<file path="src/rtl/alu_multibyte_seq.sv">
// Byte-serial sequencer around an 8-bit ALU: LSB first, carry chained, result after BYTES+1 cycles.
// Optional registered `zero` flag output is enabled by defining ALU_SEQ_ZERO_FLAG_EN.
module alu_multibyte_seq #(
  parameter int BYTES = 4
) (
  input  logic               clk,
  input  logic               rst,
  input  logic               start,
  input  logic [2:0]         op,
  input  logic [8*BYTES-1:0] opa,
  input  logic [8*BYTES-1:0] opb,
  input  logic               cin,
  output logic               busy,
  output logic               done,
  output logic [8*BYTES-1:0] result,
  output logic               cout,
  output logic [80:0]        alu_oper,
  output logic [7:0]         alu_a,
  output logic [7:0]         alu_b,
  output logic               alu_cin,
  input  logic [7:0]         alu_sum,
  input  logic               alu_cout
`ifdef ALU_SEQ_ZERO_FLAG_EN
  ,
  output logic               zero
`endif
);

  localparam int IW = (BYTES > 1) ? $clog2(BYTES) : 1;
  localparam logic [IW-1:0] LAST = IW'(BYTES - 1);

  localparam logic [80:0] S_AND   = 81'("and");
  localparam logic [80:0] S_ABS   = 81'("abstract");
  localparam logic [80:0] S_ABSA  = 81'("abstract_a");
  localparam logic [80:0] S_OR    = 81'("or_ab");
  localparam logic [80:0] S_ANDAB = 81'("and_ab");
  localparam logic [80:0] S_NOT   = 81'("not_ab");
  localparam logic [80:0] S_XOR   = 81'("exor");
  localparam logic [80:0] S_XNOR  = 81'("exnor");

  typedef enum logic [1:0] {IDLE, RUN, DONE} state_t;

  state_t             state;
  logic [8*BYTES-1:0] a_r, b_r, shadow, shadow_nxt;
  logic [2:0]         op_r;
  logic               cin_r, cr;
  logic [IW-1:0]      idx;

  // The last byte lands in shadow on the same edge that enters DONE, so result takes the merged value.
  always_comb begin
    shadow_nxt = shadow;
    shadow_nxt[8*idx +: 8] = alu_sum;
  end

  always_comb begin
    alu_a    = '0;
    alu_b    = '0;
    alu_cin  = 1'b0;
    alu_oper = S_OR;
    if (state == RUN) begin
      alu_a = a_r[8*idx +: 8];
      alu_b = b_r[8*idx +: 8];
      case (op_r)
        3'd0:    alu_oper = S_AND;
        3'd1:    alu_oper = S_ABS;
        3'd2:    alu_oper = S_ABSA;
        3'd3:    alu_oper = S_OR;
        3'd4:    alu_oper = S_ANDAB;
        3'd5:    alu_oper = S_NOT;
        3'd6:    alu_oper = S_XOR;
        default: alu_oper = S_XNOR;
      endcase
      if (idx == '0) begin
        alu_cin = cin_r;
      end else begin
        // The ALU inverts carry-in for reverse subtract, so pre-invert to keep the chain correct.
        case (op_r)
          3'd0, 3'd1: alu_cin = cr;
          3'd2:       alu_cin = ~cr;
          default:    alu_cin = 1'b0;
        endcase
      end
    end
  end

  always_ff @(posedge clk) begin
    if (rst) begin
      state  <= IDLE;
      busy   <= 1'b0;
      done   <= 1'b0;
      result <= '0;
      cout   <= 1'b0;
      idx    <= '0;
      shadow <= '0;
      cr     <= 1'b0;
      a_r    <= '0;
      b_r    <= '0;
      op_r   <= '0;
      cin_r  <= 1'b0;
`ifdef ALU_SEQ_ZERO_FLAG_EN
      zero   <= 1'b0;
`endif
    end else begin
      case (state)
        IDLE: begin
          done <= 1'b0;
          if (start) begin
            a_r   <= opa;
            b_r   <= opb;
            op_r  <= op;
            cin_r <= cin;
            idx   <= '0;
            busy  <= 1'b1;
            state <= RUN;
          end
        end
        RUN: begin
          shadow <= shadow_nxt;
          cr     <= alu_cout;
          idx    <= idx + 1'b1;
          if (idx == LAST) begin
            state  <= DONE;
            done   <= 1'b1;
            result <= shadow_nxt;
            cout   <= (op_r < 3'd3) ? alu_cout : 1'b0;
`ifdef ALU_SEQ_ZERO_FLAG_EN
            zero   <= ~|shadow_nxt;
`endif
          end
        end
        DONE: begin
          done  <= 1'b0;
          busy  <= 1'b0;
          state <= IDLE;
        end
        default: state <= IDLE;
      endcase
    end
  end

endmodule

</file>
<file path="config.mk">
export PLATFORM = sky130hd
export DESIGN_NAME = alu_multibyte_seq
export DESIGN_NICKNAME = d
export VERILOG_FILES = /design/src/rtl/alu_multibyte_seq.sv
export SDC_FILE = /design/constraint.sdc
export NUM_CORES = 1
export LEC_CHECK = 0
export BUFFER_PORTS_ARGS = -buffer_cell sky130_fd_sc_hd__buf_2
export CAP_MARGIN = 20
export CORE_ASPECT_RATIO = 0.8
export CORE_UTILIZATION = 42
export CTS_CLUSTER_DIAMETER = 100
export CTS_CLUSTER_SIZE = 16
export DETAILED_ROUTE_END_ITERATION = 16
export GPL_TIMING_DRIVEN = 0
export PLACE_DENSITY = 0.71
export SKIP_LAST_GASP = 1
export SLEW_MARGIN = 20
export SYNTH_ARGS = -nofsm -noshare
export SYNTH_HDL_FRONTEND = slang
export SYNTH_SLANG_ARGS = --single-unit
</file>
<file path="constraint.sdc">
create_clock -name clk -period 7.7 [get_ports clk]
set_input_delay 0 -clock clk [delete_from_list [all_inputs] [get_ports clk]]
set_output_delay 0 -clock clk [all_outputs]
set_load 0.01 [all_outputs]
</file>
==> results of run 1 <==
==> per-layer routing <==
layer | global-route usage (%) | part of all wire (%)
met1 | 32.8 | 43
met2 | 42.6 | 46
met3 | 5.88 | 7.7
met4 | 14.0 | 3.0
met5 | 0 | 0
==> logic make-up after synthesis <==
logic type | Yosys count | share of synthesized area, %
AOI/OAI and AO/OA | 178 | 17.3
adders and majority gates | 6 | 1.16
buffers and inverters | 129 | 11.6
DFF | 140 | 43.2
xor gates and xnor gates | 3 | 0.405
muxes | 17 | 5.71
other | 2 | 0.116
and+or+nand+nor | 290 | 20.5
==> layout make-up <==
cell class                      count  area, um^2
Clock buffer                       26         499
Tap cell                          210         263
Fill cell                        1329        5950
Inverter                            9        33.8
Timing Repair Buffer              254        1660
Sequential cell                   140        2800
Clock inverter                      6         108
Multi-Input combinational cell    522        3030
Buffer                            120         718
==> per-stage QoR <==
step	cell area, um^2	instances
after floorplan	6590	791
after global placement	7740	1178
after detailed placement	7740	1178
after CTS	9110	1287
after global routing	9110	1287
final	9110	1287
==> registers in the layout, summed over array words and instances (netlist names) <==
name    cells
a_r        32
b_r        32
result     32
shadow     32
op_r        3
idx         2
state       2
busy        1
cin_r       1
cout        1
cr          1
done        1
==> critical path: cells and delay by family, from the launching register on <==
kind | cells | cell delay (ns)
AOI/OAI and AO/OA | 1 | 0.11
adders and majority gates | 1 | 0.45
buffers and inverters | 5 | 1.85
DFF | 1 | 0.39
and+or+nand+nor | 2 | 0.50
==> repair_timing <==
| item | in CTS | in global routing |
|---|---|---|
| endpoints found under the hold margin | 121 | 0 |
| hold buffers | 77 | 0 |
| setup endpoints to repair | 0 | 0 |
==> where the power goes <==
group          switching (uW)  internal [uW]
clock network             301            543
registers                14.6            751
logic                     149            121
==> final timing paths <==
path / to / slack (ns) / cells past startpoint
worst min-delay path: result[15] / 0.06 / 3
worst max-delay path: result[7] / 4.31 / 9
worst min register to register: a_r[29] / 0.45 / 2
worst max register to register: result[7] / 4.31 / 9
==> cell usage in the layout, fill, tap and decap left out, types with 17 or more instances in the layout <==
master	count
buf_2	187
nand2_1	148
dfxtp_1	140
a21oi_1	101
dlygate4sd3_1	77
nor2_1	54
buf_4	54
clkbuf_1	48
conb_1	28
nand3_1	25
a211oi_1	23
a22o_1	21
nor3_1	17
clkbuf_16	17
==> results.ini, run 1 <==
[status]
status = finished clean

[power_and_ir_drop]
power_uw = 1880
peakVddDrop_uv = 165
p_leak_uw = 0.00400
p_per_area_nw_per_um2 = 206

[job]
drv_cap = 0

[yosys]
yosys_warnings = 0
synth_most_common_cell = nand2_1
synth_top_area_share_pct = 43.2
synth-seq-cells = 140
synth_common_cells = nand2_1 (148), dfxtp_1 (140), a21oi_1 (101)
syn_inst = 765
synth_top_cell_by_area = dfxtp_1
synthTopCellsByArea = dfxtp_1 (43%), nand2_1 (8.6%), a21oi_1 (7.8%)
seq_area_frac_synth_pct = 43.2
synth_ff_type = dfxtp_1
syn_area_per_cell_um2 = 8.49
synth_async_sr_flop_share_pct = 0
synth-edff-count = 0
syn_area_um2 = 6490
synth_cell_types = 45

[timing]
finClkSkew_ns = 0.00742
slew-limit-headroom_pct = 52.2
tightestPinTransition_ns = 0.717
max_freq_mhz = 295
final_max_slew_viol_count = 0
rsz0062_at_grt = false
finalSetupTns_ns = 0
worst_slack_ns = 4.31
setup-violations-final = 0
hold_viol_final = 0
fin_crit_sh_pct = 44.0
hold_ws_ns = 0.0564
period_minus_slack_ns = 3.39

[clock_network]
h-tree-depth = 4
post_cts_buffers = 0
clock-root-buffer = clkbuf_16
cts.clk_slew.worst_paths_ns = 0.06
clock_latency_ns = 0.43
cts.repair.resized = 0
cts_tree = yes
clock-sinks = 140
cts-buffers-inserted = 17
clock_path_buffers = 2

[worst_setup_path]
critPathKind = register to register
cpMostUsedCell = clkbuf_1
timing.rr.start = idx[1]
setup.worst_path.start = idx[1]
cp.arrival_ns = 3.73
slowest_delay_ns = 0.58
path_cells = clkbuf_1, clkbuf_1, inv_1, ha_1, nor4bb_1, clkbuf_1, buf_2, a221oi_1, nor3_1
worst_path_max_delay_cell = clkbuf_1
critPathMaxFanout = 10
crit_path_end_kind = register
worst_setup_path_start_kind = register
cp.required_ns = 8.05

[cells_and_area]
fin_nets = 1150
synthToLayoutAreaGrowth_pct = 40.4
final_core_util_pct = 60.5
drive_above_1_share_pct = 27.8
n_antenna_cell = 0

[floorplan]
coreArea_um2 = 15100
fp-row-count = 40
chipWidth_um = 141
dieArea_um2 = 16000
io_pins = 213
start_util_pct = 43.1
die_h_um = 113

[detailed_routing]
dr.pass1.iters = 5
drt_iter0_drc = 546
drc_errors = 0
vias_per_cell = 5.15
vias = 6632
ant_nets = 0
totalWireLength_um = 20700
avgRoutedWirePerCell_um = 16.0

[grt]
grt_pass1_wl_um = 32200
grt_use_total_pct = 26.3
grt_overflow = 0
grt_start_max_net_pins = 17
grt_pass1_vias = 6200
antenna_found_initial = 0

[placed_design]
hpwl_um = 13700
gp_congestion = 0.835
io_buffers = 177
place_ws_ns = 4.40

[worst_hold_path]
worstHoldStart = alu_sum[7]
hold_class = input port to register

Power figures use the tool's default switching activity.
==> run 2: changes to the inputs <==
==> constraint.sdc (replaced) <==
create_clock -name clk -period 3.3 [get_ports clk]
set_input_delay 0 -clock clk [delete_from_list [all_inputs] [get_ports clk]]
set_output_delay 0 -clock clk [all_outputs]
set_load 0.01 [all_outputs]
==> run 2 against run 1 <==
Die area is the same. Sequential power grew 130%. Clock power grew 130%. Fmax grew 16%. Largest power group unchanged. Core utilization is essentially flat. Combinational power grew 130%. Power grew 130%. Clock skew is essentially flat. First-iteration DRC count is the same. Largest cell class unchanged. Worst setup slack lost 3.9 ns.
==> results.ini, run 2 (synthesis results as in run 1) <==
[status]
status = finished clean

[cells_and_area]
fin_nets = 1150  ; unchanged
drive_above_1_share_pct = 27.9  ; +0.19 points
final_common_cell = buf_2
fin_cells = 1287  ; unchanged
fill_cells = 1329  ; unchanged
mostFrequentLayoutCells = buf_2 (187), nand2_1 (148), dfxtp_1 (140)
n_antenna_cell = 0  ; unchanged
synthToLayoutAreaGrowth_pct = 40.5  ; about the same

[worst_setup_path]
worst_path_max_delay_cell = ha_1
ff2ff_path_depth = 9  ; unchanged
cp.required_ns = 3.65  ; -4.40 ns
cpMostUsedCell = clkbuf_2
crit_cells = 9  ; unchanged
timing.rr.start = idx[1]
path_cells = clkbuf_2, clkbuf_2, inv_1, ha_1, nor4bb_1, clkbuf_1, buf_2, a221oi_1, nor3_1
critPathMaxFanout = 10  ; unchanged
rr_endpoint = result[7]
worst_setup_path_start_kind = register
crit_path_end_kind = register
cp.arrival_ns = 3.26  ; -0.47 ns
critPathKind = register to register
path_delay_family = buffers and inverters
slowest_delay_ns = 0.42  ; -0.16 ns
path_buf_inv = 5  ; unchanged
rrSetupSlack_ns = 0.39  ; -3.93 ns

[placed_design]
io_buffers = 177  ; unchanged
placed_cells_incl_taps = 1178  ; unchanged
hpwl_um = 13700  ; unchanged
gp_congestion = 0.835  ; unchanged

[detailed_routing]
dr.pass1.iters = 5  ; unchanged
vias = 6630  ; -0.030%
drt_iter0_drc = 546  ; unchanged
avgRoutedWirePerCell_um = 16.1  ; about the same
vias_per_cell = 5.15  ; about the same
totalWireLength_um = 20700  ; about the same
ant_nets = 0  ; unchanged
drc_errors = 0  ; unchanged

[timing]
final_max_slew_viol_count = 0  ; unchanged
period_minus_slack_ns = 2.91  ; -0.475 ns
setup-violations-final = 0  ; unchanged
rsz0062_at_grt = false
finClkSkew_ns = 0.00741  ; -0.00000721 ns
fin_crit_sh_pct = 88.2  ; +44 points
max_freq_mhz = 343  ; +16%
tightestPinTransition_ns = 0.717  ; unchanged
hold_viol_final = 0  ; unchanged
slew-limit-headroom_pct = 52.2  ; unchanged

[grt]
grt_pass1_wl_um = 32200  ; unchanged
grt_use_total_pct = 26.3  ; unchanged
grt_start_max_net_pins = 17  ; unchanged
antenna_found_initial = 0  ; unchanged
grt_pass1_vias = 6200  ; unchanged
grt_overflow = 0  ; unchanged

[clock_network]
clock_path_buffers = 2  ; unchanged
clock-root-buffer = clkbuf_16
h-tree-depth = 4  ; unchanged
clock-sinks = 140  ; unchanged
cts.clk_slew.worst_paths_ns = 0.06  ; about the same
clock_latency_ns = 0.43  ; about the same
cts-buffers-inserted = 17  ; unchanged
cts_tree = yes

[power_and_ir_drop]
p_per_area_nw_per_um2 = 481  ; +130%
power_uw = 4390  ; +130%
peakVddDrop_uv = 384  ; +130%
p_leak_uw = 0.00400  ; +0.17%

[worst_hold_path]
hold_class = input port to register
worstHoldStart = alu_sum[7]
hold_depth = 3  ; unchanged
whs_endpoint = result[15]

[floorplan]
fp-row-count = 40  ; unchanged
dieArea_um2 = 16000  ; unchanged
io_pins = 213  ; unchanged
die_h_um = 113  ; unchanged
chipWidth_um = 141  ; unchanged
start_util_pct = 43.1  ; unchanged
coreArea_um2 = 15100  ; unchanged

[job]
drv_cap = 0  ; unchanged

-- run 2: cell counts in the layout (fill, tap and decap cells not counted) --
No cell type changed its count.
-- run 2: layer usage --
metal	vias up	share of wire (%)	GRT usage (%)
met2	315	46	42.6
li1	3151	-	-
met5	-	0	0
met4	0	3.0	14.0
met3	61	7.7	5.88
met1	3103	43	32.8
-- run 2: worst max-delay path by stage --
stage / start / end / slack, ns
after global routing: idx[1] / result[7] / 0.18
after floorplan: idx[1] / shadow[24] / 0.75
after detailed placement: idx[1] / result[7] / -0.002
final: idx[1] / result[7] / 0.39
after global placement: idx[1] / result[7] / 0.03
after CTS: idx[1] / result[7] / 0.20
-- run 2: repair_timing --
action                     CTS  global route
setup buffers                0             0
cloned                       0             0
hold endpoints to repair   121             0
setup endpoints to repair    2             2
pin swaps                    0             0
resized for setup            1             2
hold buffers                77             0
-- run 2: area by class of cell --
class                           count  area [um^2]  area share [%]
Tap cell                          210          263            2.88
Inverter                            9         33.8           0.371
Timing Repair Buffer              254         1660            18.2
Clock inverter                      6          108            1.18
Multi-Input combinational cell    522         3030            33.3
Buffer                            120          721            7.90
Clock buffer                       26          499            5.48
Sequential cell                   140         2800            30.7
-- run 2: stage by stage --
step / hold slack, ns / setup WS, ns / setup TNS, ns / util, % / instance area, um^2
2_1_floorplan: 0.136 / 0.750 / 0 / - / 6590
3_3_place_gp: 0.245 / 0.0260 / 0 / 51.4 / 7740
3_5_place_dp: 0.247 / -0.00242 / -0.00242 / 51.4 / 7740
4_1_cts: 0.0317 / 0.199 / 0 / 60.5 / 9120
5_1_grt: 0.0903 / 0.178 / 0 / 60.5 / 9120
6_report: 0.0564 / 0.388 / 0 / 60.5 / 9120
-- run 2: worst register-to-register path: stages, from the launching register on --
cell and delay (ns):
dfxtp_1 0.39, clkbuf_2 0.30, clkbuf_2 0.36, inv_1 0.16, ha_1 0.42, nor4bb_1 0.31, clkbuf_1 0.31, buf_2 0.28
a221oi_1 0.11, nor3_1 0.20
-- run 2: where the power goes --
group	switching (uW)	total, uW	internal, uW
clock network	703	1970	1270
logic	348	631	283
registers	34.1	1790	1750
==> run 3: changes to the inputs <==
--- a/config.mk
+++ b/config.mk
@@ -14,6 +14,7 @@
 export DETAILED_ROUTE_END_ITERATION = 16
 export GPL_TIMING_DRIVEN = 0
 export PLACE_DENSITY = 0.71
+export RECOVER_POWER = 50
 export SKIP_LAST_GASP = 1
 export SLEW_MARGIN = 20
 export SYNTH_ARGS = -nofsm -noshare
==> run 3 against run 2 <==
Routed wire length increased by 0.43%. Power barely moved. Core utilization is 0.46 points lower. Critical path type is now register to output pin. First-iteration DRC count is 4.8% higher. Largest power group unchanged. Combinational power fell by 0.6%. Highest routed layer unchanged.
==> results.ini, run 3 (synthesis results as in run 1) <==
[status]
status = finished clean

[worst_setup_path]
worst_path_max_delay_cell = clkbuf_1
path_cells = clkbuf_1, and2b_1, clkbuf_1, clkbuf_1, nand3_1, inv_1, buf_4, buf_2
worst_setup_path_start_kind = register
cpMostUsedCell = clkbuf_1
critPathMaxFanout = 12  ; +2
critPathKind = register to output pin
slowest_delay_ns = 0.56  ; +0.14 ns
cp.arrival_ns = 2.96  ; -0.30 ns
crit_path_end_kind = output pin
cp.required_ns = 3.30  ; -0.35 ns

[detailed_routing]
dr.pass1.iters = 5  ; unchanged
drt_iter0_drc = 572  ; +4.8%
avgRoutedWirePerCell_um = 16.1  ; +0.43%
drc_errors = 0  ; unchanged
ant_nets = 0  ; unchanged
vias_per_cell = 5.17  ; +0.36%
totalWireLength_um = 20800  ; +0.43%
vias = 6654  ; +0.36%

[floorplan]
die_h_um = 113  ; unchanged
coreArea_um2 = 15100  ; unchanged
chipWidth_um = 141  ; unchanged
start_util_pct = 43.1  ; unchanged
dieArea_um2 = 16000  ; unchanged
io_pins = 213  ; unchanged
fp-row-count = 40  ; unchanged

[cells_and_area]
n_antenna_cell = 0  ; unchanged
fin_cells = 1287  ; unchanged
final_core_util_pct = 60.1  ; -0.46 points
fin_nets = 1150  ; unchanged
fill_cells = 1353  ; +1.8%
mostFrequentLayoutCells = nand2_1 (148), dfxtp_1 (140), buf_2 (136)
synthToLayoutAreaGrowth_pct = 39.4
drive_above_1_share_pct = 23.1  ; -4.8 points
final_common_cell = nand2_1
final_area_um2 = 9050  ; -0.75%

[power_and_ir_drop]
seqPwrFrac_pct = 40.8  ; about the same
p_per_area_nw_per_um2 = 485  ; +0.69%
peakVddDrop_uv = 384  ; about the same
p_switching_uw = 1090  ; +0.13%
swShare_pct = 24.8  ; +0.050 points
power_uw = 4380  ; about the same
p_leak_uw = 0.00380  ; -5.2%
p_comb_share_pct = 14.3  ; about the same
cellInternalPower_uw = 3300  ; -0.14%
clkPwrFrac_pct = 44.9  ; about the same

[placed_design]
place_ws_ns = -0.00242  ; unchanged
placed_cell_area_um2 = 7740  ; unchanged
gp_congestion = 0.835  ; unchanged
hpwl_um = 13700  ; unchanged
io_buffers = 177  ; unchanged
placed_cells_incl_taps = 1178  ; unchanged

[timing]
finClkSkew_ns = 0.00769  ; +0.000279 ns
setup-violations-final = 0  ; unchanged
max_freq_mhz = 338  ; -1.7%
slew-limit-headroom_pct = 52.3  ; +0.11 points
fin_crit_sh_pct = 89.8  ; +1.5 points
final_max_slew_viol_count = 0  ; unchanged
tightestPinTransition_ns = 0.715  ; -0.00168 ns
worst_slack_ns = 0.338  ; -0.0505 ns
rsz0062_at_grt = false
period_minus_slack_ns = 2.96  ; +0.0505 ns
hold_viol_final = 0  ; unchanged

[grt]
grt_start_max_net_pins = 17  ; unchanged
antenna_found_initial = 0  ; unchanged
grt_overflow = 0  ; unchanged
grt_use_total_pct = 26.3  ; unchanged
grt_pass1_wl_um = 32200  ; unchanged
grt_pass1_vias = 6200  ; unchanged

[clock_network]
clock_path_buffers = 2  ; unchanged
clock_latency_ns = 0.43  ; about the same
clock-root-buffer = clkbuf_16
clock-sinks = 140  ; unchanged
post_cts_buffers = 0  ; unchanged
cts.clk_slew.worst_paths_ns = 0.06  ; about the same
cts-buffers-inserted = 17  ; unchanged
h-tree-depth = 4  ; unchanged
cts_tree = yes

[worst_hold_path]
hold_class = input port to register

[job]
drv_cap = 0  ; unchanged

run 3: changes by cell type in the layout (fill, tap and decap cells not counted):
cell / before / now
nor3b_2: 1 / 0
nor3b_1: 3 / 4
buf_2: 187 / 136
clkbuf_1: 46 / 100
buf_1: 6 / 3
run 3: metal layers:
metal	up-vias	share of wire (%)	GRT usage (%)
li1	3148	-	-
met1	3127	44	32.8
met2	317	46	42.6
met3	62	7.3	5.88
met4	0	3.3	14.0
met5	-	0	0
run 3: power groups by stage:
stage | registers (uW) | clock network [uW] | logic, uW
2_1_floorplan | 1810 | 0 | 361
3_3_place_gp | 1820 | 0 | 541
3_5_place_dp | 1820 | 0 | 545
4_1_cts | 1790 | 1980 | 618
5_1_grt | 1790 | 2050 | 679
6_report | 1790 | 1970 | 627
run 3: final cells by class:
type	instances	area (um^2)	area share [%]
multi-input cells	522	3030	33.5
flip-flops and latches	140	2800	31.0
repair buffers	254	1600	17.7
plain buffers	120	716	7.91
clock buffers	26	499	5.52
well taps	210	263	2.90
clock inverters	6	108	1.19
inverters	9	33.8	0.373
run 3: path summary, 6_finish.rpt:
| kind | start | to | slack [ns] | depth (start not counted) |
|---|---|---|---|---|
| setup / recovery | state[0] | alu_oper[70] | 0.34 | 8 |
| hold / removal | alu_sum[7] | result[15] | 0.05 | 3 |
| setup reg to reg | idx[1] | result[7] | 0.40 | 9 |
| hold reg to reg | a_r[29] | a_r[29] | 0.45 | 2 |
run 3: stage by stage:
| step | setup TNS (ns) | hold WS, ns |
|---|---|---|
| 5_1_grt | 0 | 0.0903 |
| 3_3_place_gp | 0 | 0.245 |
| 4_1_cts | 0 | 0.0317 |
| 6_report | 0 | 0.0536 |
| 3_5_place_dp | -0.00242 | 0.247 |
| 2_1_floorplan | 0 | 0.136 |
run 3: critical path, delay by kind of cell (launching register included):
family / cells / cell delay [ns]
buffers and inverters: 6 / 1.81
DFF: 1 / 0.33
and+or+nand+nor: 2 / 0.40
run 3: repair_timing:
action / CTS / global route
hold endpoints to repair: 121 / 0
hold buffers: 77 / 0
endpoints found under the setup margin: 2 / 2
gates resized for setup: 1 / 2
